===== src/rtl/pattern_matcher_usb_pkg.sv =====
// Shared constants and types for the multi-channel USB byte-stream pattern matcher.
package pattern_matcher_usb_pkg;

  localparam int          BYTE_W             = 8;
  localparam logic        MODE_ANY           = 1'b0;
  localparam logic        MODE_SEQ           = 1'b1;
  localparam logic [15:0] NUM_TRIG_UNLIMITED = 16'hFFFF;

  typedef enum logic [1:0] {
    ST_IDLE  = 2'd0,
    ST_ARMED = 2'd1,
    ST_DONE  = 2'd2
  } state_e;

endpackage


===== src/rtl/pattern_slot_compare.sv =====
// One pattern slot: masked compare of {history, current byte} against the slot
// pattern, plus the previous-hit flag used to edge-detect runs of hits.
module pattern_slot_compare
  import pattern_matcher_usb_pkg::*;
#(
  parameter int pPATTERN_BYTES = 8
) (
  input  logic                                   clk_i,
  input  logic                                   reset_i,
  input  logic                                   clear_i,
  input  logic                                   step_i,
  input  logic [(pPATTERN_BYTES-1)*BYTE_W-1:0]   history_i,
  input  logic [BYTE_W-1:0]                      cur_byte_i,
  input  logic [pPATTERN_BYTES*BYTE_W-1:0]       pattern_i,
  input  logic [pPATTERN_BYTES*BYTE_W-1:0]       mask_i,
  input  logic [7:0]                             length_i,
  input  logic [7:0]                             byte_count_i,
  output logic                                   hit_o,
  output logic                                   prev_hit_o
);

  localparam logic [7:0] MAX_LEN = 8'(pPATTERN_BYTES);

  logic [pPATTERN_BYTES*BYTE_W-1:0] window;
  logic [7:0]                       len_c;
  logic                             bytes_ok;
  logic                             prev_q;

  always_comb begin
    window   = {history_i, cur_byte_i};
    len_c    = (length_i > MAX_LEN) ? MAX_LEN : length_i;
    bytes_ok = 1'b1;
    for (int i = 0; i < pPATTERN_BYTES; i++) begin
      if ((8'(i) < len_c) &&
          (((window[i*BYTE_W +: BYTE_W] ^ pattern_i[i*BYTE_W +: BYTE_W]) &
            mask_i[i*BYTE_W +: BYTE_W]) != '0)) begin
        bytes_ok = 1'b0;
      end
    end
    // Enough bytes must precede the current one to fill the pattern.
    hit_o = (len_c != 8'd0) && bytes_ok && (({1'b0, byte_count_i} + 9'd1) >= {1'b0, len_c});
  end

  always_ff @(posedge clk_i) begin
    if (reset_i || clear_i) begin
      prev_q <= 1'b0;
    end else if (step_i) begin
      prev_q <= hit_o;
    end
  end

  assign prev_hit_o = prev_q;

endmodule


===== src/rtl/pattern_matcher_usb_multi.sv =====
// Multi-channel masked pattern matcher: history register, arm FSM, ANY/SEQ trigger
// logic and trigger counter with disarm pulse.
module pattern_matcher_usb_multi
  import pattern_matcher_usb_pkg::*;
#(
  parameter int pCHANNELS      = 4,
  parameter int pPATTERN_BYTES = 8,
  parameter int pCHW           = 3
) (
  input  logic                                         fe_clk,
  input  logic                                         reset_i,
  input  logic                                         I_arm,
  input  logic                                         I_mode,
  input  logic [pCHANNELS-1:0]                         I_chan_enable,
  input  logic [pCHW:0]                                I_seq_len,
  input  logic [15:0]                                  I_seq_timeout,
  input  logic [pCHANNELS*pPATTERN_BYTES*BYTE_W-1:0]   I_pattern,
  input  logic [pCHANNELS*pPATTERN_BYTES*BYTE_W-1:0]   I_mask,
  input  logic [pCHANNELS*8-1:0]                       I_pattern_bytes,
  input  logic [15:0]                                  I_num_triggers,
  input  logic [BYTE_W-1:0]                            I_fe_data,
  input  logic                                         I_fe_data_valid,
  input  logic                                         I_fe_sop,
  output logic                                         O_match_trigger,
  output logic [pCHW-1:0]                              O_match_channel,
  output logic [15:0]                                  O_num_triggers,
  output logic                                         O_disarm_pulse,
  output logic [pCHW-1:0]                              O_seq_stage
);

  localparam int            HW     = (pPATTERN_BYTES-1)*BYTE_W;
  localparam int            SLOT_W = pPATTERN_BYTES*BYTE_W;
  localparam logic [pCHW:0] CH_MAX = (pCHW+1)'(pCHANNELS);

  state_e                 state_q, state_d;
  logic                   arm_q, arm_rise, proc;
  logic [BYTE_W-1:0]      byte_q;
  logic                   valid_q, sop_q;
  logic [HW-1:0]          hist_q, hist_d;
  logic [7:0]             cnt_q, cnt_d, cnt_eff;
  logic [pCHW-1:0]        stage_q, stage_d, chan_q, chan_d, fire_chan;
  logic [15:0]            tmo_q, tmo_d, tmo_inc, fire_cnt_q, fire_cnt_d, num_q;
  logic                   trig_q, disarm_q, fire, adv, limit_hit;
  logic [pCHW:0]          seq_len_eff, seq_last;
  logic [pCHANNELS-1:0]   slot_hit, slot_prev, slot_evt;

  assign arm_rise = I_arm & ~arm_q;
  assign proc     = valid_q & I_arm & ~arm_rise & (state_q == ST_ARMED);
  // A start-of-packet byte sees an empty history, so matches never span packets.
  assign cnt_eff  = sop_q ? 8'd0 : cnt_q;
  assign slot_evt = slot_hit & ~slot_prev & {pCHANNELS{proc}};

  for (genvar c = 0; c < pCHANNELS; c++) begin : g_slot
    pattern_slot_compare #(.pPATTERN_BYTES(pPATTERN_BYTES)) u_cmp (
      .clk_i        (fe_clk),
      .reset_i      (reset_i),
      .clear_i      (arm_rise),
      .step_i       (proc),
      .history_i    (hist_q),
      .cur_byte_i   (byte_q),
      .pattern_i    (I_pattern[c*SLOT_W +: SLOT_W]),
      .mask_i       (I_mask[c*SLOT_W +: SLOT_W]),
      .length_i     (I_pattern_bytes[c*8 +: 8]),
      .byte_count_i (cnt_eff),
      .hit_o        (slot_hit[c]),
      .prev_hit_o   (slot_prev[c])
    );
  end

  always_comb begin
    seq_len_eff = (I_seq_len <= (pCHW+1)'(1)) ? (pCHW+1)'(1) :
                  ((I_seq_len > CH_MAX) ? CH_MAX : I_seq_len);
    seq_last    = seq_len_eff - (pCHW+1)'(1);
  end

  always_comb begin
    hist_d     = hist_q;
    cnt_d      = cnt_q;
    stage_d    = stage_q;
    tmo_d      = tmo_q;
    tmo_inc    = (tmo_q == 16'hFFFF) ? tmo_q : tmo_q + 16'd1;
    chan_d     = chan_q;
    fire_cnt_d = fire_cnt_q;
    fire       = 1'b0;
    fire_chan  = '0;
    adv        = 1'b0;
    limit_hit  = 1'b0;
    if (proc) begin
      hist_d[BYTE_W-1:0] = byte_q;
      for (int i = 1; i < pPATTERN_BYTES-1; i++) begin
        hist_d[i*BYTE_W +: BYTE_W] = hist_q[(i-1)*BYTE_W +: BYTE_W];
      end
      cnt_d = sop_q ? 8'd1 : ((cnt_q == 8'hFF) ? 8'hFF : cnt_q + 8'd1);
      if (I_mode == MODE_ANY) begin
        stage_d = '0;
        tmo_d   = '0;
        for (int c = pCHANNELS-1; c >= 0; c--) begin
          if (slot_evt[c] && I_chan_enable[c]) begin
            fire      = 1'b1;
            fire_chan = pCHW'(c);
          end
        end
      end else begin
        for (int c = 0; c < pCHANNELS; c++) begin
          if (stage_q == pCHW'(c)) adv = slot_evt[c];
        end
        // An advance on the same byte as a timeout takes priority.
        if (adv) begin
          tmo_d = '0;
          if ({1'b0, stage_q} == seq_last) begin
            fire      = 1'b1;
            fire_chan = stage_q;
            stage_d   = '0;
          end else begin
            stage_d = stage_q + pCHW'(1);
          end
        end else if (stage_q != '0) begin
          if ((I_seq_timeout != 16'd0) && (tmo_inc > I_seq_timeout)) begin
            stage_d = '0;
            tmo_d   = '0;
          end else begin
            tmo_d = tmo_inc;
          end
        end
      end
    end
    if (fire) begin
      chan_d     = fire_chan;
      fire_cnt_d = fire_cnt_q + 16'd1;
      limit_hit  = (I_num_triggers != 16'd0) && (I_num_triggers != NUM_TRIG_UNLIMITED) &&
                   (fire_cnt_d == I_num_triggers);
    end
  end

  always_comb begin
    state_d = state_q;
    if (!I_arm)         state_d = ST_IDLE;
    else if (arm_rise)  state_d = ST_ARMED;
    else if (limit_hit) state_d = ST_DONE;
  end

  always_ff @(posedge fe_clk) begin
    if (reset_i) begin
      state_q    <= ST_IDLE;
      arm_q      <= 1'b0;
      byte_q     <= '0;
      valid_q    <= 1'b0;
      sop_q      <= 1'b0;
      hist_q     <= '0;
      cnt_q      <= '0;
      stage_q    <= '0;
      tmo_q      <= '0;
      chan_q     <= '0;
      fire_cnt_q <= '0;
      num_q      <= '0;
      trig_q     <= 1'b0;
      disarm_q   <= 1'b0;
    end else begin
      state_q  <= state_d;
      arm_q    <= I_arm;
      byte_q   <= I_fe_data;
      valid_q  <= I_fe_data_valid & ~arm_rise;
      sop_q    <= I_fe_sop;
      chan_q   <= chan_d;
      trig_q   <= fire;
      disarm_q <= limit_hit;
      if (arm_rise) begin
        hist_q     <= '0;
        cnt_q      <= '0;
        stage_q    <= '0;
        tmo_q      <= '0;
        fire_cnt_q <= '0;
        num_q      <= '0;
      end else begin
        hist_q     <= hist_d;
        cnt_q      <= cnt_d;
        stage_q    <= stage_d;
        tmo_q      <= tmo_d;
        fire_cnt_q <= fire_cnt_d;
        num_q      <= fire_cnt_q;
      end
    end
  end

  assign O_match_trigger = trig_q;
  assign O_match_channel = chan_q;
  assign O_num_triggers  = num_q;
  assign O_disarm_pulse  = disarm_q;
  assign O_seq_stage     = stage_q;

endmodule


===== config.mk =====
export PLATFORM = sky130hd
export DESIGN_NAME = pattern_matcher_usb_multi
export DESIGN_NICKNAME = d
export VERILOG_FILES = /design/src/rtl/pattern_matcher_usb_pkg.sv /design/src/rtl/pattern_slot_compare.sv /design/src/rtl/pattern_matcher_usb_multi.sv
export SDC_FILE = /design/constraint.sdc
export NUM_CORES = 1
export LEC_CHECK = 0
export ABC_AREA = 1
export BUFFER_PORTS_ARGS = -buffer_cell sky130_fd_sc_hd__clkbuf_2
export CAP_MARGIN = 20
export CORE_AREA = 3 3 240 242
export DETAILED_ROUTE_END_ITERATION = 10
export DIE_AREA = 0 0 243 245
export SYNTH_ARGS = -nofsm -noshare
export SYNTH_HDL_FRONTEND = slang
export SYNTH_SLANG_ARGS = --single-unit
export TNS_END_PERCENT = 30

===== constraint.sdc =====
create_clock -name fe_clk -period 10.75 [get_ports fe_clk]
set_input_delay 2.15 -clock fe_clk [delete_from_list [all_inputs] [get_ports fe_clk]]
set_output_delay 2.15 -clock fe_clk [all_outputs]
set_load 0.1 [all_outputs]

======== After elaboration in Yosys (flattened, before gate mapping) ========
Index checks and enable logic that the tools add are counted.
cells by class
  equal/unequal tests ..................... 11
  multiplexer cells ....................... 76
  magnitude comparators ................... 43
  bitwise logic cells ..................... 75
  multipliers ............................. 0
  shifts and indexed selects .............. 0
  add/subtract/negate cells ............... 6
  reduce and logical (&&, ||, !) cells .... 94
  divide/modulo/power cells ............... 0
operators with widths
  kind                   count
  $reduce_bool 8->1      36
  $and 8x8->8            32
  $xor 8x8->8            32
  $lt 3x8->1 const A     16
  $mux 16                5
  $lt 1x8->1 const A     8
  $lt 2x8->1 const A     8
  $mux 8                 7
  $mux 1                 49
  $logic_and 1x1->1      47
  $ge 9x8->1             4
  $mux 3                 12
  $add 16x1->16 const B  2
  $gt 8x4->1 const B     4
  $reduce_bool 16->1     2
  $eq 16x16->1           1
  $eq 16x16->1 const B   1
  $gt 16x16->1           1
  $ne 16x16->1 const B   1
  $add 8x1->9 const B    1
  $add 8x1->8 const B    1
  $and 4x4->4            2
  $eq 8x8->1 const B     1
  $mux 4                 2
  other kinds (21)       30
storage, ports and cells
  latch bits .............................. 0
  input port bits ......................... 598
  ROM bits ................................ 0
  word-level logic and storage cells ...... 324
  output and inout port bits .............. 24
  memories kept ........................... 0
  bits in registers ....................... 137
  RAM bits ................................ 0

======== Logic depth before layout (Yosys ltp) ========
Gate-level depths: netlist (run 1).
  word-level depth ........................ 28
  depth in mapped cells ................... 27
  depth with buffers taken out ............ 26

======== Modules after synthesis ========
From an unflattened synthesis (run 1), not the netlist that was laid out.
second synthesis, totals
  cells, all modules ...................... 2532
  area total of the unflattened synthesis .. 14018.4 um2
modules (own cells, without submodules)
  module                     sequential area each (um2)  instances  area each (um2)  cells an instance
  pattern_slot_compare       20.0                        4          1848.0           389
  pattern_matcher_usb_multi  2662.6                      1          6626.4           976

======== Worst setup path after synthesis (run 1) ========
OpenSTA, ideal clock, no wires.
  kind .................................... input to register
  start point ............................. in I_pattern_bytes[4]
  end point ............................... reg fire_cnt_q[10]
  buffers on the path ..................... 1
  slack ................................... 6.134 ns
  data arrival time ....................... 4.475 ns
  setup time .............................. 0.140 ns
  required time ........................... 10.610 ns
  stages on the path ...................... 25
  cell sequence ........................... nor2_1 > nand3_1 > nor2_1 > inv_1 > ha_1 > nand2_1 > nor2_1 > nand2_1 > nand3_1 > nand2_1 > nand2_1 > nand2_1 > nand2_1 > nand3_1 > nor2_1 > nand4_1 > nand3_1 > nand2_2 > nand2_4 > nand2_4 > nand2_8 > nand2_4 > buf_6 > nand2_2 > a21oi_2
between the ends
  word-level cells in the longest chain between the ends .. 25
  elaborated cells between the ends (all ways) .. 43
  those cells by class .................... 10 x order compare; 19 x mux; 2 x bitwise; 12 x reduce/logical
ends and longest elaborated chain
  what                         RTL line                          source
  start, declared              pattern_matcher_usb_multi.sv:19   input logic [pCHANNELS*8-1:0] I_pattern_bytes,
  $gt 8x4->1                   pattern_slot_compare.sv:31        len_c = (length_i > MAX_LEN) ? MAX_LEN : length_i;
  $mux 8 *                     pattern_slot_compare.sv:31
  $lt 1x8->1                   pattern_slot_compare.sv:34        if ((8'(i) < len_c) &&
  $logic_and 1x1->1            pattern_slot_compare.sv:34
  $mux 1 (8 in series)         pattern_slot_compare.sv:34
  $logic_and 1x1->1            pattern_slot_compare.sv:41        hit_o = (len_c != 8'd0) && bytes_ok && (({1'b0, byte_count_i} + 9'd1) >= {1'b0, len_c});
  $logic_and 1x1->1 *          pattern_slot_compare.sv:41
  $and 4x4->4 * (2 in series)  pattern_matcher_usb_multi.sv:51   assign slot_evt = slot_hit & ~slot_prev & {pCHANNELS{proc}};
  $mux 1 (4 in series)         pattern_matcher_usb_multi.sv:105  if (stage_q == pCHW'(c)) adv = slot_evt[c];
  $mux 1                       pattern_matcher_usb_multi.sv:94   if (I_mode == MODE_ANY) begin
  $mux 1                       pattern_matcher_usb_multi.sv:88   if (proc) begin
  $mux 1                       pattern_matcher_usb_multi.sv:108  if (adv) begin
  $mux 1 *                     pattern_matcher_usb_multi.sv:94
  $mux 1 *                     pattern_matcher_usb_multi.sv:88
  end signal, assigned         pattern_matcher_usb_multi.sv:179  fire_cnt_q <= fire_cnt_d;
  end, declared                pattern_matcher_usb_multi.sv:42   logic [15:0] tmo_q, tmo_d, tmo_inc, fire_cnt_q, fire_cnt_d, num_q;
Mark *: on every way between the ends. The rest lies on a longest branch, timed or not. The select of a mux whose other input is x is not followed.
A chain may end at the register's enable or synchronous reset.

======== Worst setup path in the final report (run 1) ========
  start point ............................. in I_arm
  end point ............................... reg fire_cnt_q[5]
between the ends
  word-level cells in the longest chain between the ends .. 14
  elaborated cells between the ends (all ways) .. 24
  those cells by class .................... 13 x mux; 6 x bitwise; 5 x reduce/logical
ends and longest elaborated chain
  what                       RTL line                          source
  start, declared            pattern_matcher_usb_multi.sv:12   input logic I_arm,
  $and 1x1->1                pattern_matcher_usb_multi.sv:47   assign arm_rise = I_arm & ~arm_q;
  $not 1->1                  pattern_matcher_usb_multi.sv:48   assign proc = valid_q & I_arm & ~arm_rise & (state_q == ST_ARMED);
  $and 1x1->1 (2 in series)  pattern_matcher_usb_multi.sv:48
  $and 4x4->4                pattern_matcher_usb_multi.sv:51
  $mux 1 (4 in series)       pattern_matcher_usb_multi.sv:105
  $mux 1                     pattern_matcher_usb_multi.sv:94
  $mux 1                     pattern_matcher_usb_multi.sv:88
  $mux 1                     pattern_matcher_usb_multi.sv:108
  $mux 1                     pattern_matcher_usb_multi.sv:94
  $mux 1                     pattern_matcher_usb_multi.sv:88
Parallel ways exist; a longest one is shown, timed or not. The select of a mux whose other input is x is not followed.

==> summary.txt, run 1 <==
R2R depth: 23
Logic pwr share: 20.9%
RR Startpoint: tmo_q[1]
Routed WL: 61300 um
Synthesized instance count: 2364
P&R area growth vs syn: 33.3%
Placed instance area: 17200 um2
FF-to-FF setup slack: 6100 ps
Clock network power share: 43.8%
Total grt overflow: 0
Setup violations, final: 0
Top cell type by total area after synthesis: dfxtp_1
Worst-skew pair later-pin latency: 450 ps
Worst clock skew: 11.8 ps
Cell with the most instances after synthesis: nand2_1
Setup CP Type: in -> reg
Yosys top cell area share: 20.5%
Number of flops mapped to enable cells by yosys: 0
Synth Area in Simple Gates: 46.8%
Worst setup margin: 5580 ps
Result of the run: completed
Synthesized area: 13300 um2
Cell Rows: 86
Sequential share of power: 35.4%
Die span in y: 245 um
Worst Hold End: state_q[1]
Slew margin rel.: 42.8%
CTS tree: built
Synth Warn #: 0
IO Count: 622
Seq/Total Area, Yosys: 20.5%
Dpl hpwl: 52400 um
Mean Syn Cell Area: 5.65 um2
TritonRoute pass-1 iters: 5
CP Data Arrival Time: 5480 ps
Adder-cell share of the synthesized area: 5.44%
Final #Nets: 3617
Synth Area in XOR/XNOR: 4.13%
Max FO, Critical Path: 77
Number of max-cap violations: 0
Number of antenna violations at the first check in global routing: 9
Wire length per cell: 16.5 um
Postcts setup bufs: 0
Slowest CP cell: nor2_4
CTS buffer count: 17
Final worst path period need: 5170 ps
Hold-critical path depth: 2
Largest stage delay, worst path: 650 ps
Hold Buf Count CTS: 0
Fin area: 17800 um2
CP Launch Type: input port
Tightest Hold Check Type: reg -> reg
Largest net degree at the start of global routing: 78
Die Wd: 243 um
Maximum vdd drop: 0.0000760 V
Full die area: 59500 um2
Max Transition Viols Final: 0
Setup WS pre-CTS: 5040 ps
Port buffer count: 621
Unique masters post-synth: 54
Endpoint of the worst-slack reg-to-reg timing path: O_seq_stage[2]
Top post-synthesis cells by area: dfxtp_1 21%, nand2_1 19%, nand3_1 8.8%
# H-tree levels: 4
Gpl congestion: 1.00
Hold_sp: state_q[1]
Net switching power: 442 uW
RSZ-0062 raised after global routing: false
CTS Root Buffer Type: clkbuf_16
Sw Ratio: 30.2%
Clk sink count: 137
ANT nets after route: 0
Period utilization: 48.1%
Clk slew on worst S/H paths: 70 ps
Post-route setup TNS: 0 ps
Total GRT Usage: 19.9%
Vias in the first global route: 15100
DR vias/cell: 4.40
Cell Chain, Critical Path: clkbuf_2, nand3_2, nor2_4, buf_4, nand2_1, nor2_1, nand2_1, nor2_1, nand3_1, nor2_1, nand4_1, nand3_1, nand2_2, nand2_4, nand2_4, nand2_8, nand2_4, nand2_1, a21oi_1
Post-CTS Resized: 0
Crit. Startpoint: I_arm
First-pass GRT wire length: 90700 um
Most frequent cells after synthesis: 692 x nand2_1, 309 x inv_1, 307 x nor2_1
Main flop type after synthesis: dfxtp_1
Fraction of synthesis flops using an asynchronous set or reset pin: 0%
Internal: 1.02 mW
Leak: 9.49 nW
Synth Register Bits: 137
Pwr/cell area: 82.4 nW/um2
Share of cells above drive strength 1: 25.3%
Fmax: 0.193 GHz
Worst slew pin tran: 856 ps
Data required time at the worst endpoint: 11060 ps
CTS max path bufs: 2
DRC errors left: 0
Fillcell total: 6322
Synth Area in Compound Gates: 11.0%
Initial Utilization: 24.1%
Crit path capture type: flip-flop
Vias after detailed routing: 16400
Hold Vio Cnt, Final: 0
Largest family of logic cells by synthesized area: simple AND/OR/NAND/NOR gates
Post-synthesis mux area share: 0%
First DRT Iteration DRCs: 796
Core area: 55300 um2
## power by group through the flow
stage | combinational (mW) | clock (mW) | sequential (mW)
final | 0.306 | 0.642 | 0.519
after global routing | 0.346 | 0.684 | 0.519
after CTS | 0.309 | 0.666 | 0.518
after global placement | 0.304 | 0 | 0.530
after floorplan | 0.138 | 0 | 0.527
after detailed placement | 0.307 | 0 | 0.530
## layout by cell type (no fill, tap or decap), drive strengths merged, types with 2 or more instances in the layout
master   netlist  layout
o22ai          5       5
nand3b         2       2
diode          0       5
nor4           9       9
o2111ai        2       2
o21a           5       5
nand3        249     249
bufinv         0       3
or2           75      75
a211oi         2       2
xor2          55      55
o21bai         3       3
nand2        710     710
conb           1      16
clkbuf        24     640
ha            58      58
a21oi        125     125
o21ai        116     116
xnor2          8       8
clkinv         1       4
nor3b          3       3
nor3          30      30
nor2         312     312
buf           38       4
o211ai         2       2
nand4         38      38
inv          341     347
dfxtp        137     137
a221oi         2       2
o31ai          3       3
## sequential cells by signal, summed over array words and instances, names as in the netlist, 2 cells and up
name,cells
O_num_triggers,16
byte_q,8
O_match_channel,3
O_seq_stage,3
cnt_q,8
hist_q,56
fire_cnt_q,16
tmo_q,16
state_q,2
g_slot.u_cmp.prev_hit_o,4
## routing by layer
| layer | wire [um] | part of all wire [%] | up-vias | track usage [%] |
|---|---|---|---|---|
| met1 | 26900 | 44 | 7204 | 25.0 |
| met2 | 30000 | 49 | 462 | 35.2 |
| met5 | 48 | 0.078 | - | 0 |
| met4 | 1100 | 1.8 | 6 | 4.48 |
| li1 | - | - | 8665 | - |
| met3 | 3300 | 5.4 | 48 | 3.80 |
## worst max path at each step
stage                      to  slack, ps  depth (start not counted)
3_5_place_dp    fire_cnt_q[5]       5040                         19
5_1_grt         fire_cnt_q[1]       5060                         19
6_report        fire_cnt_q[5]       5580                         19
4_1_cts         fire_cnt_q[5]       5530                         19
3_3_place_gp    fire_cnt_q[6]       5090                         19
2_1_floorplan  fire_cnt_q[10]       6130                         25
## area by class of cell
type	instances	area [um2]	share of cell area [%]
clock inverters	13	181	1.02
flip-flops and latches	137	2740	15.4
inverters	342	1280	7.21
well taps	748	936	5.26
diodes	5	12.5	0.0703
repair buffers	625	3140	17.6
multi-input cells	1838	9070	51.0
clock buffers	19	433	2.43
## cell families after synthesis
logic type	Yosys count
adders and majority gates	58
other	1
DFF	137
and+or+nand+nor	1431
xor gates and xnor gates	63
AOI/OAI and AO/OA	270
buffers and inverters	404
## worst max-delay path: cells and delay by family
family	cells	cell delay (ps)
compound gates	1	70
buf+inv	2	750
simple gates	16	2480
## metrics by stage
step / instances / total power [mW] / util (%) / hold WS (ps)
floorplan: 2379 / 0.664 / - / 431
global placement: 3690 / 0.835 / 31.0 / 445
detailed placement: 3690 / 0.837 / 31.0 / 451
CTS: 3722 / 1.49 / 32.2 / 460
global route: 3727 / 1.55 / 32.2 / 481
finish: 3727 / 1.47 / 32.2 / 457
No activity file was read; power rests on OpenSTA's default activity.
==> run 2: changes to the inputs <==
--- a/config.mk
+++ b/config.mk
@@ -8,9 +8,9 @@
 export ABC_AREA = 1
 export BUFFER_PORTS_ARGS = -buffer_cell sky130_fd_sc_hd__clkbuf_2
 export CAP_MARGIN = 20
-export CORE_AREA = 3 3 240 242
+export CORE_AREA = 3 3 239 241
 export DETAILED_ROUTE_END_ITERATION = 10
-export DIE_AREA = 0 0 243 245
+export DIE_AREA = 0 0 242 244
 export SYNTH_ARGS = -nofsm -noshare
 export SYNTH_HDL_FRONTEND = slang
 export SYNTH_SLANG_ARGS = --single-unit
==> constraint.sdc (replaced) <==
create_clock -name fe_clk -period 4.22 [get_ports fe_clk]
set_input_delay 0.844 -clock fe_clk [delete_from_list [all_inputs] [get_ports fe_clk]]
set_output_delay 0.844 -clock fe_clk [all_outputs]
set_load 0.1 [all_outputs]
==> run 2 against run 1 <==
Compared with the run above: first-iteration DRC count rose by 14%; worst hold slack improved by 3.7 ps; final cell count rose by 0.40%; wire length fell by 0.50%; cell area rose by 0.61%; critical path depth rose by 5; critical path type is now reg -> reg; largest cell class unchanged; largest power group unchanged; highest routed layer unchanged.
==> summary.txt, run 2 (synthesized netlist as in run 1, its figures left out) <==
Post-route setup TNS: 0 ps (unchanged)
Worst-skew pair later-pin latency: 480 ps (was 450 ps)
Sequential share of power: 35.5% (was 35.4%)
Grt peak-use layer: met2 (unchanged)
First DRT Iteration DRCs: 909 (was 796)
Worst Hold End: state_q[1] (unchanged)
GR Util met3: 5.11% (was 3.80%)
Fillcell total: 6281 (was 6322)
Top reg by flops: hist_q (unchanged)
Total GRT Usage: 20.0% (was 19.9%)
Core area: 55100 um2 (was 55300 um2)
Commonest non-fill, non-tap cell in the layout: nand2_1 (unchanged)
Data required time at the worst endpoint: 4630 ps (was 11060 ps)
Number of max-cap violations: 0 (unchanged)
P&R area growth vs syn: 34.1% (was 33.3%)
Clk slew on worst S/H paths: 70 ps (about the same)
Total chip power: 3.72 mW (was 1.47 mW)
IO Count: 622 (unchanged)
Die span in y: 244 um (was 245 um)
CTS tree: built (unchanged)
Slew margin rel.: 57.0% (was 42.8%)
Clock network power share: 43.4% (was 43.8%)
Clk sink count: 137 (unchanged)
Worst clock skew: 19.3 ps (was 11.8 ps)
Vias in the first global route: 15100 (about the same)
Fin cells: 3742 (was 3727)
Fin area: 17900 um2 (was 17800 um2)
Max FO, Critical Path: 16 (was 77)
Routed WL: 61000 um (was 61300 um)
Max Transition Viols Final: 0 (unchanged)
Hold Buf Count CTS: 0 (unchanged)
RSZ-0062 raised after global routing: false (unchanged)
Cell Chain, Critical Path: ha_1, nand2_1, nor3_2, nand2_1, nor2_1, inv_1, nor2_1, inv_1, nor2_1, buf_4, nor2_1, xnor2_1, inv_1, ha_1, nand2_1, inv_1, nand4_1, or4_1, nand3_1, nand4_2, buf_4, nor2_1, o21ai_0, nor2_1 (was clkbuf_2, nand3_2, nor2_4, buf_4, nand2_1, nor2_1, nand2_1, nor2_1, nand3_1, nor2_1, nand4_1, nand3_1, nand2_2, nand2_4, nand2_4, nand2_8, nand2_4, nand2_1, a21oi_1)
Hold_sp: state_q[1] (unchanged)
CP Data Arrival Time: 4220 ps (was 5480 ps)
Final #Nets: 3630 (was 3617)
Max FFs per register: 56 (unchanged)
Largest net degree at the start of global routing: 71 (was 78)
Initial Utilization: 24.2% (was 24.1%)
Hold Vio Cnt, Final: 0 (unchanged)
CTS max path bufs: 2 (unchanged)
Commonest non-fill, non-tap cells in the layout: 692 x nand2_1, 621 x clkbuf_2, 308 x inv_1 (unchanged)
Setup violations, final: 0 (unchanged)
Placed instance area: 17300 um2 (was 17200 um2)
Pwr/cell area: 208 nW/um2 (was 82.4 nW/um2)
Fmax: 0.263 GHz
Crit path max-delay family: simple AND/OR/NAND/NOR gates (unchanged)
Critical path depth: 24 (was 19)
Maximum vdd drop: 0.000255 V (was 0.0000760 V)
Hold-critical path depth: 2 (unchanged)
Die Wd: 242 um (was 243 um)
Net switching power: 1.16 mW (was 442 uW)
FF-to-FF setup slack: 410 ps (was 6100 ps)
Setup CP Type: reg -> reg (was in -> reg)
CTS buffer count: 17 (unchanged)
Postcts setup bufs: 0 (unchanged)
Logic pwr share: 21.1% (was 20.9%)
# H-tree levels: 4 (unchanged)
Register area: 2740 um2 (unchanged)
Wire length per cell: 16.3 um (was 16.5 um)
Port buffer count: 621 (unchanged)
Crit path capture type: flip-flop (unchanged)
Period utilization: 90.2%
Gpl congestion: 0.958 (was 1.00)
Worst setup margin: 412 ps (was 5580 ps)
Post-CTS Resized: 0 (unchanged)
DRC errors left: 0 (unchanged)
Full die area: 59000 um2 (was 59500 um2)
Worst slew pin tran: 646 ps (was 856 ps)
R2R depth: 24 (was 23)
Final core occ: 32.5% (was 32.2%)
Min Hold Slack: 461 ps (was 457 ps)
First-pass GRT wire length: 89600 um (was 90700 um)
Largest stage delay, worst path: 540 ps (was 650 ps)
Placed cell count: 3703 (was 3690)
Number of antenna violations at the first check in global routing: 12 (was 9)
Final worst path period need: 3810 ps
Result of the run: completed (unchanged)
DR vias/cell: 4.41 (was 4.40)
CTS Root Buffer Type: clkbuf_16 (unchanged)
Vias after detailed routing: 16500 (was 16400)
ANT nets after route: 0 (unchanged)
Share of cells above drive strength 1: 25.7% (was 25.3%)
Internal: 2.56 mW (was 1.02 mW)
Slowest CP cell: or4_1 (was nor2_4)
Dpl hpwl: 52400 um (about the same)
Worst path most repeated cell: nor2_1
TritonRoute pass-1 iters: 5 (unchanged)
Cell Rows: 86 (unchanged)
Sw Ratio: 31.2% (was 30.2%)
Total grt overflow: 0 (unchanged)
Area of the multi-input gates: 9070 um2 (about the same)
Buf+Inv Stages, Crit Path: 6 (was 2)
Setup WS pre-CTS: 131 ps (was 5040 ps)
Leak: 9.55 nW (was 9.49 nW)
GR Layer Usage met2: 34.2% (was 35.2%)
Met1 GRT Util: 24.5% (was 25.0%)
CP Launch Type: flip-flop (was input port)
Tightest Hold Check Type: reg -> reg (unchanged)
Endpoint of the worst-slack reg-to-reg timing path: tmo_q[3] (was O_seq_stage[2])
RR Startpoint: tmo_q[1] (unchanged)
-- run 2: routing by layer --
| layer | part of all wire [%] | up-vias |
|---|---|---|
| li1 | - | 8698 |
| met1 | 43 | 7224 |
| met2 | 48 | 503 |
| met3 | 6.8 | 74 |
| met4 | 2.4 | 10 |
| met5 | 0.11 | - |
-- run 2: power groups by stage --
stage | registers (mW) | logic (mW) | clock network [mW]
detailed placement | 1.35 | 0.783 | 0
finish | 1.32 | 0.784 | 1.61
global route | 1.32 | 0.888 | 1.73
CTS | 1.32 | 0.788 | 1.69
global placement | 1.35 | 0.777 | 0
floorplan | 1.34 | 0.350 | 0
-- run 2: worst max-delay path by stage --
stage	from	end	slack, ps
final	tmo_q[1]	tmo_q[3]	410
after global routing	tmo_q[1]	tmo_q[15]	10
after CTS	tmo_q[1]	tmo_q[3]	300
after detailed placement	I_pattern_bytes[4]	fire_cnt_q[6]	130
after global placement	I_pattern_bytes[4]	fire_cnt_q[6]	220
after floorplan	tmo_q[1]	tmo_q[1]	710
-- run 2: layout make-up --
| cell class | count | share of cell area [%] |
|---|---|---|
| antenna | 7 | 0.0978 |
| inverter | 342 | 7.17 |
| clock buffer | 17 | 2.38 |
| timing repair buffer | 638 | 18.1 |
| multi-input combinational | 1838 | 50.7 |
| clock inverter | 15 | 0.992 |
| sequential | 137 | 15.3 |
| tap | 748 | 5.23 |
-- run 2: worst min-delay path: cells and delay by family, from the launching register on --
kind / cells / cell delay (ps)
flip-flops: 1 / 300
buffers and inverters: 1 / 60
AO/OA/AOI/OAI: 1 / 60
==> run 3: changes to the inputs <==
==> constraint.sdc (replaced) <==
create_clock -name fe_clk -period 3.1 [get_ports fe_clk]
set_input_delay 0.62 -clock fe_clk [delete_from_list [all_inputs] [get_ports fe_clk]]
set_output_delay 0.62 -clock fe_clk [all_outputs]
set_load 0.1 [all_outputs]
==> run 3 against run 2 <==
Compared with the run above: the flow now finishes with violations (setup timing); final cell count grew 4.2%; register-to-register slack lost 790 ps; worst hold slack lost 140 ps; sequential share of layout area shrank 1.4 points; power grew 37%; cell area grew 9.9%; maximum frequency grew 9.4%; wire length grew 2.4%; critical path type unchanged; largest cell class unchanged; largest power group unchanged.
==> summary.txt, run 3 (synthesized netlist as in run 1, its figures left out) <==
Result of the run: finished, violations left (was completed)
Failing checks: setup timing
RSZ-0062 raised after global routing: true (was false)
# H-tree levels: 4 (unchanged)
DR vias/cell: 4.41 (about the same)
Leak: 10.4 nW (was 9.55 nW)
Vias in the first global route: 16000 (was 15100)
Fin area: 19700 um2 (was 17900 um2)
Largest stage delay, worst path: 450 ps (was 540 ps)
CTS max path bufs: 2 (unchanged)
CP Data Arrival Time: 3880 ps (was 4220 ps)
TritonRoute pass-1 iters: 5 (unchanged)
Share of cells above drive strength 1: 32.1% (was 25.7%)
Setup violations, final: 42 (was 0)
DRC errors left: 0 (unchanged)
Buf+Inv Stages, Crit Path: 6 (unchanged)
Fin cells: 3900 (was 3742)
Period utilization: 112% (was 90.2%)
Slowest CP cell: or4_4 (was or4_1)
Met1 GRT Util: 24.7% (was 24.5%)
Crit path max-delay family: simple AND/OR/NAND/NOR gates (unchanged)
Initial Utilization: 24.2% (unchanged)
First DRT Iteration DRCs: 788 (was 909)
CP Launch Type: flip-flop (unchanged)
ANT nets after route: 0 (unchanged)
Largest net degree at the start of global routing: 73 (was 71)
Clk sink count: 137 (unchanged)
Number of antenna violations at the first check in global routing: 5 (was 12)
Tightest Hold Check Type: in -> reg (was reg -> reg)
Worst-skew pair later-pin latency: 480 ps (about the same)
Max Transition Viols Final: 0 (unchanged)
Wire length per cell: 16.0 um (was 16.3 um)
Max FO, Critical Path: 8 (was 16)
IO Count: 622 (unchanged)
Commonest non-fill, non-tap cells in the layout: 686 x nand2_1, 621 x clkbuf_2, 298 x inv_1 (was 692 x nand2_1, 621 x clkbuf_2, 308 x inv_1)
Cell Chain, Critical Path: ha_4, nand2_4, nor3_4, nand2_2, nor2_4, inv_2, nor2_4, inv_2, nor2_4, buf_6, nor2_4, xnor2_2, inv_2, ha_4, nand2_4, inv_2, nand4_1, or4_4, nand3_4, nand4_4, buf_12, nor2_2, nand2_1, a21oi_2 (was ha_1, nand2_1, nor3_2, nand2_1, nor2_1, inv_1, nor2_1, inv_1, nor2_1, buf_4, nor2_1, xnor2_1, inv_1, ha_1, nand2_1, inv_1, nand4_1, or4_1, nand3_1, nand4_2, buf_4, nor2_1, o21ai_0, nor2_1)
Post-route setup TNS: -10400 ps (was 0 ps)
Vias after detailed routing: 17200 (was 16500)
Core area: 55100 um2 (unchanged)
Worst slew pin tran: 686 ps (was 646 ps)
Fmax: 0.287 GHz (was 0.263 GHz)
Cell Rows: 86 (unchanged)
Final #Nets: 3792 (was 3630)
Placed cell count: 3847 (was 3703)
Number of max-cap violations: 0 (unchanged)
Setup CP Type: reg -> reg (unchanged)
Data required time at the worst endpoint: 3500 ps (was 4630 ps)
Dpl hpwl: 53500 um (was 52400 um)
Worst clock skew: 13.6 ps (was 19.3 ps)
Maximum vdd drop: 0.000353 V (was 0.000255 V)
CTS Root Buffer Type: clkbuf_16 (unchanged)
Total GRT Usage: 20.4% (was 20.0%)
GR Util met3: 3.71% (was 5.11%)
Slew margin rel.: 54.3% (was 57.0%)
CTS buffer count: 17 (unchanged)
Max FFs per register: 56 (unchanged)
Gpl congestion: 0.943 (was 0.958)
Commonest non-fill, non-tap cell in the layout: nand2_1 (unchanged)
Port buffer count: 621 (unchanged)
Die Wd: 242 um (unchanged)
First-pass GRT wire length: 92000 um (was 89600 um)
CTS tree: built (unchanged)
Crit path capture type: flip-flop (unchanged)
Final worst path period need: 3480 ps (was 3810 ps)
P&R area growth vs syn: 47.5% (was 34.1%)
Die span in y: 244 um (unchanged)
Hold Vio Cnt, Final: 0 (unchanged)
Grt peak-use layer: met2 (unchanged)
Worst setup margin: -382 ps (was 412 ps)
Clk slew on worst S/H paths: 80 ps (was 70 ps)
Placed instance area: 18500 um2 (was 17300 um2)
Routed WL: 62500 um (was 61000 um)
Total grt overflow: 0 (unchanged)
Top reg by flops: hist_q (unchanged)
Full die area: 59000 um2 (unchanged)
Pwr/cell area: 260 nW/um2 (was 208 nW/um2)
GR Layer Usage met2: 36.2% (was 34.2%)
## run 3: stage by stage
step	power (mW)	hold slack (ps)	worst slack, ps	utilization, %
4_1_cts	5.20	266	-334	35.1
2_1_floorplan	2.31	431	-117	-
5_1_grt	5.41	294	-682	35.7
3_3_place_gp	2.96	446	-412	33.6
3_5_place_dp	2.97	454	-455	33.6
6_report	5.11	318	-382	35.7
## run 3: final cells by class
type | instances | area, um2
Antenna cell | 3 | 7.51
Clock buffer | 17 | 425
Clock inverter | 15 | 175
Fill cell | 6171 | 35400
Inverter | 342 | 1290
Multi-Input combinational cell | 1838 | 9540
Sequential cell | 137 | 2750
Tap cell | 748 | 936
Timing Repair Buffer | 800 | 4560
## run 3: worst paths after layout
path / to / cells past startpoint / slack, ps / startpoint
setup / recovery: tmo_q[1] / 24 / -380 / tmo_q[1]
hold / removal: byte_q[4] / 3 / 320 / I_fe_data[4]
hold reg to reg: state_q[0] / 2 / 460 / state_q[0]
setup reg to reg: tmo_q[1] / 24 / -380 / tmo_q[1]
## run 3: repair_timing
item	4_1_cts	5_1_grt
endpoints found under the setup margin	42	42
hold buffers	0	0
gates cloned	1	1
pin swaps	3	34
setup buffers	11	5
resized for setup	42	72
## run 3: tightest hold or removal path, delay by kind of cell
family,cells,cell delay (ps)
buf+inv,2,120
simple gates,1,30
## run 3: per-layer routing
layer	vias to the layer above	share of wire, %
met5	-	0.032
met4	2	2.9
met3	82	5.3
met2	504	49
met1	7581	43
li1	9022	-
## run 3: power by group
part	total [mW]	internal (mW)	switching, mW
clock	2.16	1.09	1.08
combinational	1.15	0.553	0.598
sequential	1.79	1.77	0.0226
total	5.11	3.41	1.70
